===== src/rtl/clk_monitor.sv =====
// Clock-rate monitor: consumes sequence-tagged period counts, checks them against
// limits, and tracks lock, stall and sequence-gap status.
module clk_monitor #(
  parameter int unsigned EST_BITS    = 20,
  parameter int unsigned LOCK_CNT    = 4,
  parameter int unsigned TIMEOUT_CYC = 16000000
) (
  input  logic                clk,
  input  logic                rst,
  input  logic                enable,
  input  logic [EST_BITS-1:0] lim_min,
  input  logic [EST_BITS-1:0] lim_max,
  input  logic                cntr_valid,
  input  logic [31:0]         cntr_data,
  output logic                cntr_ready,
  output logic [EST_BITS-1:0] meas_value,
  output logic                meas_strobe,
  output logic                in_range,
  output logic                locked,
  output logic                stalled,
  output logic                missed,
  output logic [7:0]          lost_cnt
);

  localparam int unsigned RUN_W = $clog2(LOCK_CNT + 1);

  typedef enum logic [2:0] {IDLE, PRIME, ACQUIRE, LOCKED, STALLED} state_t;

  state_t                state;
  logic [3:0]            seq;
  logic [RUN_W-1:0]      run_cnt;
  logic [RUN_W-1:0]      run_inc;
  logic [31:0]           timeout_cnt;

  logic                  transfer;
  logic                  new_meas;
  logic                  meas_ok;
  logic                  seq_skip;
  logic                  timed_out;
  logic [3:0]            in_seq;
  logic [EST_BITS-1:0]   in_count;

  generate
    if (EST_BITS < 28) begin : g_unused
      logic unused_bits;
      assign unused_bits = ^cntr_data[27:EST_BITS];
    end
  endgenerate

  assign in_seq    = cntr_data[31:28];
  assign in_count  = cntr_data[EST_BITS-1:0];
  assign transfer  = cntr_valid & cntr_ready;
  assign new_meas  = transfer && (in_seq != seq) &&
                     (state == ACQUIRE || state == LOCKED || state == STALLED);
  assign meas_ok   = (in_count >= lim_min) && (in_count <= lim_max);
  assign seq_skip  = (in_seq - seq) != 4'd1;
  assign timed_out = (timeout_cnt == TIMEOUT_CYC - 1);

  // Run length saturates at LOCK_CNT; any out-of-range sample restarts it.
  assign run_inc = !meas_ok ? '0 :
                   (run_cnt == RUN_W'(LOCK_CNT)) ? run_cnt : run_cnt + 1'b1;

  always_ff @(posedge clk or negedge rst) begin
    if (!rst) begin
      state       <= IDLE;
      cntr_ready  <= 1'b0;
      seq         <= '0;
      run_cnt     <= '0;
      timeout_cnt <= '0;
      meas_value  <= '0;
      meas_strobe <= 1'b0;
      in_range    <= 1'b0;
      locked      <= 1'b0;
      stalled     <= 1'b0;
      missed      <= 1'b0;
      lost_cnt    <= '0;
    end else begin
      cntr_ready  <= enable;
      meas_strobe <= 1'b0;
      if (!enable) begin
        state       <= IDLE;
        run_cnt     <= '0;
        timeout_cnt <= '0;
        meas_value  <= '0;
        in_range    <= 1'b0;
        locked      <= 1'b0;
        stalled     <= 1'b0;
        missed      <= 1'b0;
        lost_cnt    <= '0;
      end else begin
        case (state)
          IDLE: begin
            state       <= PRIME;
            timeout_cnt <= '0;
          end
          PRIME: begin
            if (transfer) begin
              seq   <= in_seq;
              state <= ACQUIRE;
            end
          end
          ACQUIRE, LOCKED, STALLED: begin
            // A measurement takes priority over a timeout landing on the same edge.
            if (new_meas) begin
              seq         <= in_seq;
              meas_value  <= in_count;
              in_range    <= meas_ok;
              meas_strobe <= 1'b1;
              timeout_cnt <= '0;
              run_cnt     <= run_inc;
              stalled     <= 1'b0;
              if (seq_skip)
                missed <= 1'b1;
              if (state == LOCKED) begin
                if (!meas_ok) begin
                  state  <= ACQUIRE;
                  locked <= 1'b0;
                  if (lost_cnt != 8'hFF)
                    lost_cnt <= lost_cnt + 8'd1;
                end
              end else if (run_inc == RUN_W'(LOCK_CNT)) begin
                state  <= LOCKED;
                locked <= 1'b1;
              end else begin
                state <= ACQUIRE;
              end
            end else if (state != STALLED) begin
              timeout_cnt <= timeout_cnt + 32'd1;
              if (timed_out) begin
                state   <= STALLED;
                stalled <= 1'b1;
                locked  <= 1'b0;
                run_cnt <= '0;
              end
            end
          end
          default: state <= IDLE;
        endcase
      end
    end
  end

endmodule


===== config.mk =====
export PLATFORM = sky130hd
export DESIGN_NAME = clk_monitor
export DESIGN_NICKNAME = d
export VERILOG_FILES = /design/src/rtl/clk_monitor.sv
export SDC_FILE = /design/constraint.sdc
export NUM_CORES = 1
export LEC_CHECK = 0
export CORE_MARGIN = 5
export CORE_UTILIZATION = 40
export DETAILED_ROUTE_END_ITERATION = 6
export PLACE_DENSITY = 0.75
export RECOVER_POWER = 25
export SYNTH_ARGS = -nofsm -noshare
export SYNTH_HDL_FRONTEND = slang
export SYNTH_SLANG_ARGS = --single-unit

===== constraint.sdc =====
create_clock -name clk -period 2.5 [get_ports clk]
set_clock_uncertainty 0.2 [all_clocks]
set_input_delay 0.25 -clock clk [delete_from_list [all_inputs] [get_ports clk]]
set_output_delay 0.25 -clock clk [all_outputs]
set_load 0.01 [all_outputs]

==> impl_metrics.py, run 1 <==
metrics = {
    "run_status": {
        "outcome": "complete, no violations",
    },
    "global_routing": {
        "antenna_found_initial": 0,
        "gr-total-overflow": 0,
        "grt_max_degree": 45,
        "grt_pass1_vias": 4755,
        "grt_first_pass_wirelength_um": 22800,
        "grt_usage_pct": 19.5,
    },
    "critical_path": {
        "r2r_end": "run_cnt[1]",
        "r2r.worst_path.cells": 8,
        "cp_data_required_time_ps": 2520,
        "crit_arrival_ps": 2480,
        "cp-start-kind": "input port",
        "r2r_setup_slack_ps": 70,
        "startpoint": "cntr_data[14]",
        "cp_max_fo": 7,
        "end_kind": "register",
        "reg2reg_from": "timeout_cnt[26]",
        "critical_path_class": "input port to register",
    },
    "logic_synthesis": {
        "synth_cell_types": 64,
        "yosysWarnings": 0,
        "synth_area_leaders": "dfrtp_1 38%, ha_1 12%, nand2_1 6.1%",
        "synth_ff_type": "dfrtp_1",
        "synth_cells": 558,
        "synth_top_cell_by_area": "dfrtp_1",
        "seq_area_frac_synth_pct": 38.4,
        "syn_avg_cell_area_um2": 8.87,
        "synth_seq_cells": 76,
        "netlist.area_leader.share_pct": 38.4,
        "mappedNetlistNets": 682,
        "async_reset_ff_share_pct": 100,
        "synth_edf_count": 0,
        "syn_area_um2": 4950,
    },
    "layout": {
        "layout_commonest_cell": "nand2_1",
        "final_cells": 884,
        "fin_area_um2": 7250,
        "syn_to_final_growth_pct": 46.4,
        "nNetsFinal": 837,
        "num_antenna_cells": 0,
        "fillers": 978,
        "drive_gt1_share_pct": 20.8,
        "multiInputGateArea_um2": 3170,
        "mostFrequentLayoutCells": "79 x nand2_1, 76 x dfrtp_1, 68 x clkdlybuf4s50_1, 53 x buf_4",
        "layout.area.seq_um2": 1900,
        "final_util_pct": 60.1,
    },
    "pwr": {
        "power_density_nw_per_um2": 484,
        "p_leak_nw": 3.41,
        "ir_drop_mv": 0.280,
    },
    "timing": {
        "post-route-period-util_pct": 98.7,
        "relSlewSlack_pct": 42.1,
        "fmax_mhz": 405,
        "period_needed_ps": 2470,
        "drv_slew": 0,
        "hold_viol": 0,
        "final.setup.worst_slack_ps": 32.5,
        "setup_viol_count_final": 0,
        "worstMarginPinSlew_ps": 868,
    },
    "hold_path": {
        "min_path_type": "input port to register",
        "hp-start": "cntr_data[6]",
        "whs_path_depth": 3,
        "hold_end": "meas_value[6]",
    },
    "floorplan": {
        "rows": 40,
        "ios": 110,
        "initial_core_util_pct": 41.0,
        "dieArea_um2": 14700,
        "die_w_um": 121,
        "core_um2": 12100,
        "die_h_um": 121,
    },
    "placed_design": {
        "dp_hpwl_um": 10700,
        "dpl-instance-area_um2": 6510,
        "post-place-ws_ps": -536,
        "portBuffers": 101,
        "place_congestion": 0.872,
        "dp_cells": 864,
    },
    "job": {
        "max-cap-violations": 0,
    },
    "drt": {
        "first_pass_iters": 7,
        "num_vias": 4691,
        "postRouteAntennaNets": 0,
        "vias_per_cell": 5.31,
        "wl_per_cell_um": 17.0,
        "drc": 0,
        "wl_um": 15000,
        "drt_iter0_drc": 255,
    },
    "clock_network": {
        "numClockSinks": 76,
        "cts_buffers": 9,
        "htree_levels": 3,
        "root_buffer": "clkbuf_16",
        "clk_path_buf_depth": 2,
        "worstSkewPairLatency_ps": 340,
        "clk_pin_slew_worst_paths_ps": 60,
        "cts_tree": "built",
    },
}
## flip-flops by register name, summed over array words and instances, names as in the netlist
signal	cells
cntr_ready	1
in_range	1
locked	1
lost_cnt	8
meas_strobe	1
meas_value	20
missed	1
run_cnt	3
seq	4
stalled	1
state	3
timeout_cnt	32
## worst max-delay path, cell delays in order
cell and delay [ps]:
clkdlybuf4s50_1 550, buf_4 160, ha_4 200, nand4_1 150, nor2_2 80, a2111oi_4 480
o21a_1 220, a21oi_4 70, a41oi_2 210, o22ai_1 100
## area by class of cell
class,instances,area share [%]
clock buffers,12,3.54
repair buffers,158,20.4
inverters,54,2.80
flip-flops and latches,76,26.2
well taps,168,2.90
clock inverters,2,0.483
multi-input cells,414,43.7
## cell usage after synthesis, types with 11 or more instances
library cell / n
nand4_1: 17
o21ai_0: 15
and3_1: 15
xor2_1: 13
dfrtp_1: 76
ha_1: 47
a21oi_1: 43
xnor2_1: 14
clkbuf_1: 11
nand3_1: 24
nor2_1: 43
nand2_1: 80
inv_1: 54
## per-stage QoR
step	setup TNS (ps)	hold slack, ps	power, mW
2_1_floorplan	0	-246	1.70
3_3_place_gp	-11690	23.0	2.03
3_5_place_dp	-13900	37.9	2.07
4_1_cts	0	105	3.40
5_1_grt	-193	95.9	3.67
6_report	0	79.4	3.51
## power by group
part | internal [mW] | total [mW] | switching [mW]
Sequential | 1.27 | 1.31 | 0.0368
Combinational | 0.445 | 0.891 | 0.446
Clock | 0.815 | 1.31 | 0.491
## cell families (layout without fill, tap and decap cells)
group	after synthesis	in the layout	synth area share, %
adder cells (fa/ha/maj)	48	48	12.3
AO/OA/AOI/OAI	111	111	15.3
buffers and inverters	68	226	5.23
multiplexers	5	5	1.06
flip-flops	76	76	38.4
XOR/XNOR	28	28	5.11
AND/OR/NAND/NOR	222	222	22.6
## worst max path at each step
stage	to	slack (ps)	depth (start not counted)
CTS	lost_cnt[5]	0.03	11
finish	run_cnt[1]	30	10
global route	lost_cnt[6]	-50	10
detailed placement	run_cnt[1]	-540	11
floorplan	run_cnt[1]	140	10
global placement	run_cnt[1]	-460	11
## per-layer routing
metal	vias to the layer above	part of all wire [%]	GRT usage, %	routed length (um)
met2	149	51	33.5	7640
met5	-	0	0	0
met4	0	4.4	11.1	663
met1	2268	40	23.1	6090
li1	2231	-	-	-
met3	43	4.3	3.03	648
## timing repair
action | in CTS | in global routing
endpoints found under the hold margin | 32 | 0
buffers inserted | 2 | 3
setup endpoints to repair | 18 | 34
resized for setup | 27 | 66
pin swaps | 20 | 31
hold buffers | 1 | 0
Note: power is estimated with default switching activity, not from simulation.
==> run 2: changes to the inputs <==
--- a/config.mk
+++ b/config.mk
@@ -5,6 +5,7 @@
 export SDC_FILE = /design/constraint.sdc
 export NUM_CORES = 1
 export LEC_CHECK = 0
+export CAP_MARGIN = 40
 export CORE_MARGIN = 5
 export CORE_UTILIZATION = 40
 export DETAILED_ROUTE_END_ITERATION = 6
==> constraint.sdc (replaced) <==
create_clock -name clk -period 3.1 [get_ports clk]
set_clock_uncertainty 0.2 [all_clocks]
set_input_delay 0.31 -clock clk [delete_from_list [all_inputs] [get_ports clk]]
set_output_delay 0.31 -clock clk [all_outputs]
set_load 0.01 [all_outputs]
==> run 2 against run 1 <==
- the flow now finishes with violations (capacitance limit, slew limit)
- clock power is 13% lower
- final cell count is 4.5% lower
- core utilization is 5.7 points lower
- sequential power is 19% lower
- non-clock buffer count is 41 lower
- power is 23% lower
- critical endpoint is now lost_cnt[5]
- highest routed layer unchanged
==> impl_metrics.py, run 2 (synthesis gave the netlist of run 1 again) <==
metrics = {
    "timing": {
        "whs_ps": 317,
        "hold_viol": 0,
        "drv_slew": 37,
        "period_needed_ps": 2790,
        "post-route-period-util_pct": 89.9,
        "worstMarginPinSlew_ps": 1990,
        "relSlewSlack_pct": -32.5,
        "rsz0062_at_grt": "false",
        "final.setup.worst_slack_ps": 313,
        "fmax_mhz": 359,
        "setup_viol_count_final": 0,
        "finalSetupTns_ps": 0,
    },
    "floorplan": {
        "rows": 40,
        "initial_core_util_pct": 41.0,
        "core_um2": 12100,
        "ios": 110,
        "die_h_um": 121,
        "die_w_um": 121,
        "dieArea_um2": 14700,
    },
    "layout": {
        "drive_gt1_share_pct": 8.43,
        "num_antenna_cells": 0,
        "final_cells": 844,
        "mostFrequentLayoutCells": "100 x clkdlybuf4s50_1, 80 x nand2_1, 76 x dfrtp_1, 54 x inv_1, 47 x ha_1",
        "top_register": "timeout_cnt",
        "fin_area_um2": 6560,
        "largest_register_ffs": 32,
        "layout_commonest_cell": "clkdlybuf4s50_1",
        "syn_to_final_growth_pct": 32.6,
        "nNetsFinal": 796,
        "reg_top3": "timeout_cnt: 32 flops, meas_value: 20 flops, lost_cnt: 8 flops",
    },
    "global_routing": {
        "grt_first_pass_wirelength_um": 21500,
        "antenna_found_initial": 0,
        "grt_pass1_vias": 4572,
        "grt_usage_pct": 17.9,
        "gr-total-overflow": 0,
        "grt_max_degree": 41,
    },
    "drt": {
        "first_pass_iters": 4,
        "wl_per_cell_um": 15.2,
        "drc": 0,
        "drt_iter0_drc": 259,
        "wl_um": 12800,
        "vias_per_cell": 5.22,
        "postRouteAntennaNets": 0,
        "num_vias": 4402,
    },
    "critical_path": {
        "r2r.worst_path.cells": 10,
        "cp_data_required_time_ps": 3150,
        "cp-start-kind": "input port",
        "end_kind": "register",
        "r2r_setup_slack_ps": 510,
        "crit_arrival_ps": 2830,
        "critical_path_class": "input port to register",
        "reg2reg_from": "seq[1]",
        "cp_max_fo": 7,
        "r2r_end": "timeout_cnt[26]",
    },
    "run_status": {
        "violations": "capacitance limit, slew limit",
        "outcome": "finished with violations",
    },
    "placed_design": {
        "dp_hpwl_um": 10200,
        "dpl-instance-area_um2": 6240,
        "portBuffers": 101,
        "dp_cells": 828,
        "place_congestion": 0.907,
        "post-place-ws_ps": -5.45,
    },
    "pwr": {
        "ir_drop_mv": 0.236,
        "power_density_nw_per_um2": 414,
        "p_leak_nw": 3.01,
    },
    "clock_network": {
        "postCtsSetupRepairBufs": 0,
        "numClockSinks": 76,
        "cts_buffers": 9,
        "cts_tree": "built",
        "clk_pin_slew_worst_paths_ps": 60,
        "root_buffer": "clkbuf_16",
        "clk_path_buf_depth": 2,
        "worstSkewPairLatency_ps": 330,
        "htree_levels": 3,
    },
    "hold_path": {
        "whs_path_depth": 1,
        "hp-start": "timeout_cnt[8]",
        "hold_end": "timeout_cnt[8]",
        "min_path_type": "register to register",
    },
    "job": {
        "max-cap-violations": 1,
    },
}
==> run 2: cell type report <==
type	count	area, um^2
tap	168	210
multi-input combinational	414	2790
timing repair buffer	117	1140
clock buffer	11	253
fill	1065	5500
inverter	54	203
clock inverter	4	72.6
sequential	76	1900
==> run 2: report_power, final <==
part / leakage [nW] / switching, mW / internal (mW) / total, mW
sequential: 1.05 / 0.0285 / 1.03 / 1.06
clock: 0.158 / 0.392 / 0.743 / 1.14
combinational: 1.80 / 0.276 / 0.248 / 0.525
==> run 2: critical path, cell delays in order <==
cell	delay, ps
clkdlybuf4s50_1	480
inv_1	50
ha_1	300
a21o_1	190
a21o_1	180
a22o_1	240
o311ai_2	570
nand2_4	150
nand4_1	160
mux2i_1	200
==> run 2: repair_timing <==
action	CTS	global route
hold buffers	1	0
gates resized for setup	0	0
endpoints found under the hold margin	36	0
==> run 2: metal layers <==
metal | wire length, um | track usage [%] | vias up
li1 | - | - | 2155
met1 | 5380 | 22.0 | 2148
met2 | 6650 | 32.1 | 74
met3 | 423 | 2.10 | 25
met4 | 386 | 7.14 | 0
met5 | 0 | 0 | -
==> run 2: per-stage QoR <==
step	total power, mW	util, %
floorplan	1.37	-
global placement	1.57	51.5
detailed placement	1.60	51.7
CTS	2.74	54.5
global route	2.84	54.4
finish	2.72	54.4
==> run 2: worst max path at each step <==
| stage | slack [ps] | endpoint | depth (start not counted) | start |
|---|---|---|---|---|
| 6_report | 310 | lost_cnt[5] | 10 | lim_max[17] |
| 3_5_place_dp | -5 | lost_cnt[5] | 10 | lim_max[17] |
| 3_3_place_gp | 40 | run_cnt[1] | 11 | lim_min[2] |
| 4_1_cts | 310 | lost_cnt[5] | 10 | lim_max[17] |
| 5_1_grt | 150 | meas_value[3] | 2 | rst |
| 2_1_floorplan | 680 | run_cnt[1] | 10 | lim_min[2] |
==> run 3: changes to the inputs <==
--- a/config.mk
+++ b/config.mk
@@ -5,11 +5,12 @@
 export SDC_FILE = /design/constraint.sdc
 export NUM_CORES = 1
 export LEC_CHECK = 0
-export CAP_MARGIN = 40
+export ABC_AREA = 1
+export CORE_ASPECT_RATIO = 0.9
 export CORE_MARGIN = 5
 export CORE_UTILIZATION = 40
 export DETAILED_ROUTE_END_ITERATION = 6
-export PLACE_DENSITY = 0.75
+export PLACE_DENSITY = 0.74
 export RECOVER_POWER = 25
 export SYNTH_ARGS = -nofsm -noshare
 export SYNTH_HDL_FRONTEND = slang
==> run 3 against run 2 <==
- sequential share of layout area is 1.3 points lower
- critical path type unchanged
- the flow finishes with violations (DRC, capacitance limit, slew limit)
- hold slack worse by 43 ps
- sequential power is 8% higher
- fmax is 16% higher
- clock power hardly changed
==> impl_metrics.py, run 3 <==
metrics = {
    "global_routing": {
        "grt_first_pass_wirelength_um": 22500,
        "grt_max_degree": 77,
        "antenna_found_initial": 0,
        "grt_pass1_vias": 4695,
        "grt_usage_pct": 17.2,
        "gr-total-overflow": 0,
    },
    "clock_network": {
        "numClockSinks": 76,
        "cts_resized": 0,
        "worstSkewPairLatency_ps": 360,
        "clk_pin_slew_worst_paths_ps": 60,
        "htree_levels": 3,
        "clk_path_buf_depth": 2,
        "postCtsSetupRepairBufs": 0,
        "root_buffer": "clkbuf_16",
        "postCtsHoldBufs": 1,
        "cts_buffers": 9,
        "cts_tree": "built",
    },
    "timing": {
        "hold_viol": 0,
        "finalSetupTns_ps": 0,
        "drv_slew": 77,
        "setup_viol_count_final": 0,
        "post-route-period-util_pct": 77.6,
        "period_needed_ps": 2410,
        "rsz0062_at_grt": "false",
        "relSlewSlack_pct": -27.1,
        "fmax_mhz": 416,
        "worstMarginPinSlew_ps": 1910,
    },
    "critical_path": {
        "cp_max_fo": 29,
        "cp_data_required_time_ps": 3140,
        "r2r_setup_slack_ps": 730,
        "cp-start-kind": "input port",
        "end_kind": "register",
        "crit_arrival_ps": 2440,
        "critical_path_class": "input port to register",
    },
    "logic_synthesis": {
        "seq_area_frac_synth_pct": 35.6,
        "async_reset_ff_share_pct": 100,
        "syn_avg_cell_area_um2": 7.70,
        "netlist.area_leader.share_pct": 35.6,
        "synth_most_common_cell": "nand2_1",
        "synth_area_leaders": "dfrtp_1 36%, nand2_1 11%, ha_1 11%",
        "synth_cells": 693,
        "mappedNetlistNets": 817,
        "syn_area_um2": 5340,
        "synth_edf_count": 0,
        "synth_common_cells": "161 x nand2_1, 101 x inv_1, 76 x dfrtp_1, 74 x nor2_1, 47 x ha_1",
        "synth_cell_types": 44,
        "yosysWarnings": 0,
        "synth_top_cell_by_area": "dfrtp_1",
        "synth_seq_cells": 76,
        "synth_ff_type": "dfrtp_1",
    },
    "run_status": {
        "outcome": "finished with violations",
        "violations": "DRC, capacitance limit, slew limit",
    },
    "hold_path": {
        "min_path_type": "register to register",
    },
    "layout": {
        "multiInputGateArea_um2": 2940,
        "num_antenna_cells": 0,
        "drive_gt1_share_pct": 7.43,
        "mostFrequentLayoutCells": "161 x nand2_1, 101 x inv_1, 100 x clkdlybuf4s50_1, 76 x dfrtp_1, 75 x nor2_1",
        "syn_to_final_growth_pct": 28.8,
        "layout_commonest_cell": "nand2_1",
        "top_register": "timeout_cnt",
        "layout.area.seq_um2": 1900,
        "fillers": 1287,
        "largest_register_ffs": 32,
        "reg_top3": "timeout_cnt: 32 flops, meas_value: 20 flops, lost_cnt: 8 flops",
        "fin_area_um2": 6880,
        "nNetsFinal": 927,
    },
    "floorplan": {
        "ios": 110,
        "die_h_um": 120,
        "die_w_um": 132,
        "initial_core_util_pct": 40.4,
        "rows": 40,
        "core_um2": 13200,
        "dieArea_um2": 15800,
    },
    "drt": {
        "wl_um": 13200,
        "first_pass_iters": 7,
        "num_vias": 4783,
        "vias_per_cell": 4.90,
        "wl_per_cell_um": 13.5,
        "postRouteAntennaNets": 0,
        "drc": 1,
        "drt_iter0_drc": 273,
    },
    "job": {
        "max-cap-violations": 1,
    },
    "pwr": {
        "power_density_nw_per_um2": 506,
        "ir_drop_mv": 0.341,
        "p_leak_nw": 3.28,
    },
    "placed_design": {
        "dp_hpwl_um": 10000,
        "place_congestion": 0.852,
        "dpl-instance-area_um2": 6560,
        "portBuffers": 101,
    },
}
[run 3: cell count changes after synthesis, moves of 12 or more]
cell     delta
a21oi_1    -21
a22o_1     +18
nor3_1     +15
nand2_1    +81
inv_1      +47
nor2_1     +31
nand3_1    +12
[run 3: final timing paths]
check,startpoint,end,cells past startpoint
max,cntr_data[28],timeout_cnt[19],11
min,meas_value[0],meas_value[0],2
max reg2reg,seq[1],timeout_cnt[19],10
min reg2reg,meas_value[0],meas_value[0],2
max in group asynchronous,rst,seq[0],2
min in group asynchronous,rst,lost_cnt[4],2
[run 3: cell type report]
cell class	instances	area share, %
multi-input cells	496	42.7
flip-flops and latches	76	27.7
repair buffers	111	15.9
inverters	109	5.99
clock buffers	9	3.27
well taps	168	3.06
clock inverters	7	1.46
[run 3: kinds of logic (layout without fill, tap and decap cells)]
group / after synthesis / count (layout) / share of synthesized area, %
AOI/OAI and AO/OA: 80 / 80 / 9.84
xor gates and xnor gates: 24 / 24 / 4.08
adders and majority gates: 48 / 48 / 11.4
buffers and inverters: 121 / 236 / 9.23
DFF: 76 / 76 / 35.6
muxes: 1 / 1 / 0.211
and+or+nand+nor: 343 / 343 / 29.6
[run 3: critical path, stage by stage]
cell	delay, ps
clkdlybuf4s50_1	460
inv_1	50
ha_1	300
nand4_1	190
nand3_4	170
nand4_2	150
nand2_4	60
inv_2	380
nand2_1	130
xor2_1	180
nor2_1	50
[run 3: where the power goes]
group | total, mW | internal [mW] | switching (mW)
sequential | 1.15 | 1.08 | 0.0723
clock | 1.17 | 0.710 | 0.459
combinational | 1.16 | 0.458 | 0.699
[run 3: per-layer routing]
metal | vias up | share of wire (%) | GRT usage [%]
met2 | 136 | 45 | 27.7
met1 | 2156 | 48 | 23.3
li1 | 2475 | - | -
met4 | 0 | 2.1 | 6.56
met3 | 16 | 4.9 | 2.72
met5 | - | 0 | 0
[run 3: through the flow]
stage / setup WS [ps] / std cells / hold WS, ps / total power, mW / util (%)
detailed placement: 336 / 959 / 266 / 2.34 / 49.6
floorplan: 1030 / 693 / -186 / 1.94 / -
CTS: 685 / 976 / 281 / 3.51 / 52.2
finish: 694 / 976 / 275 / 3.48 / 52.1
global route: 234 / 976 / 306 / 3.69 / 52.1
global placement: 318 / 959 / 260 / 2.31 / 49.6
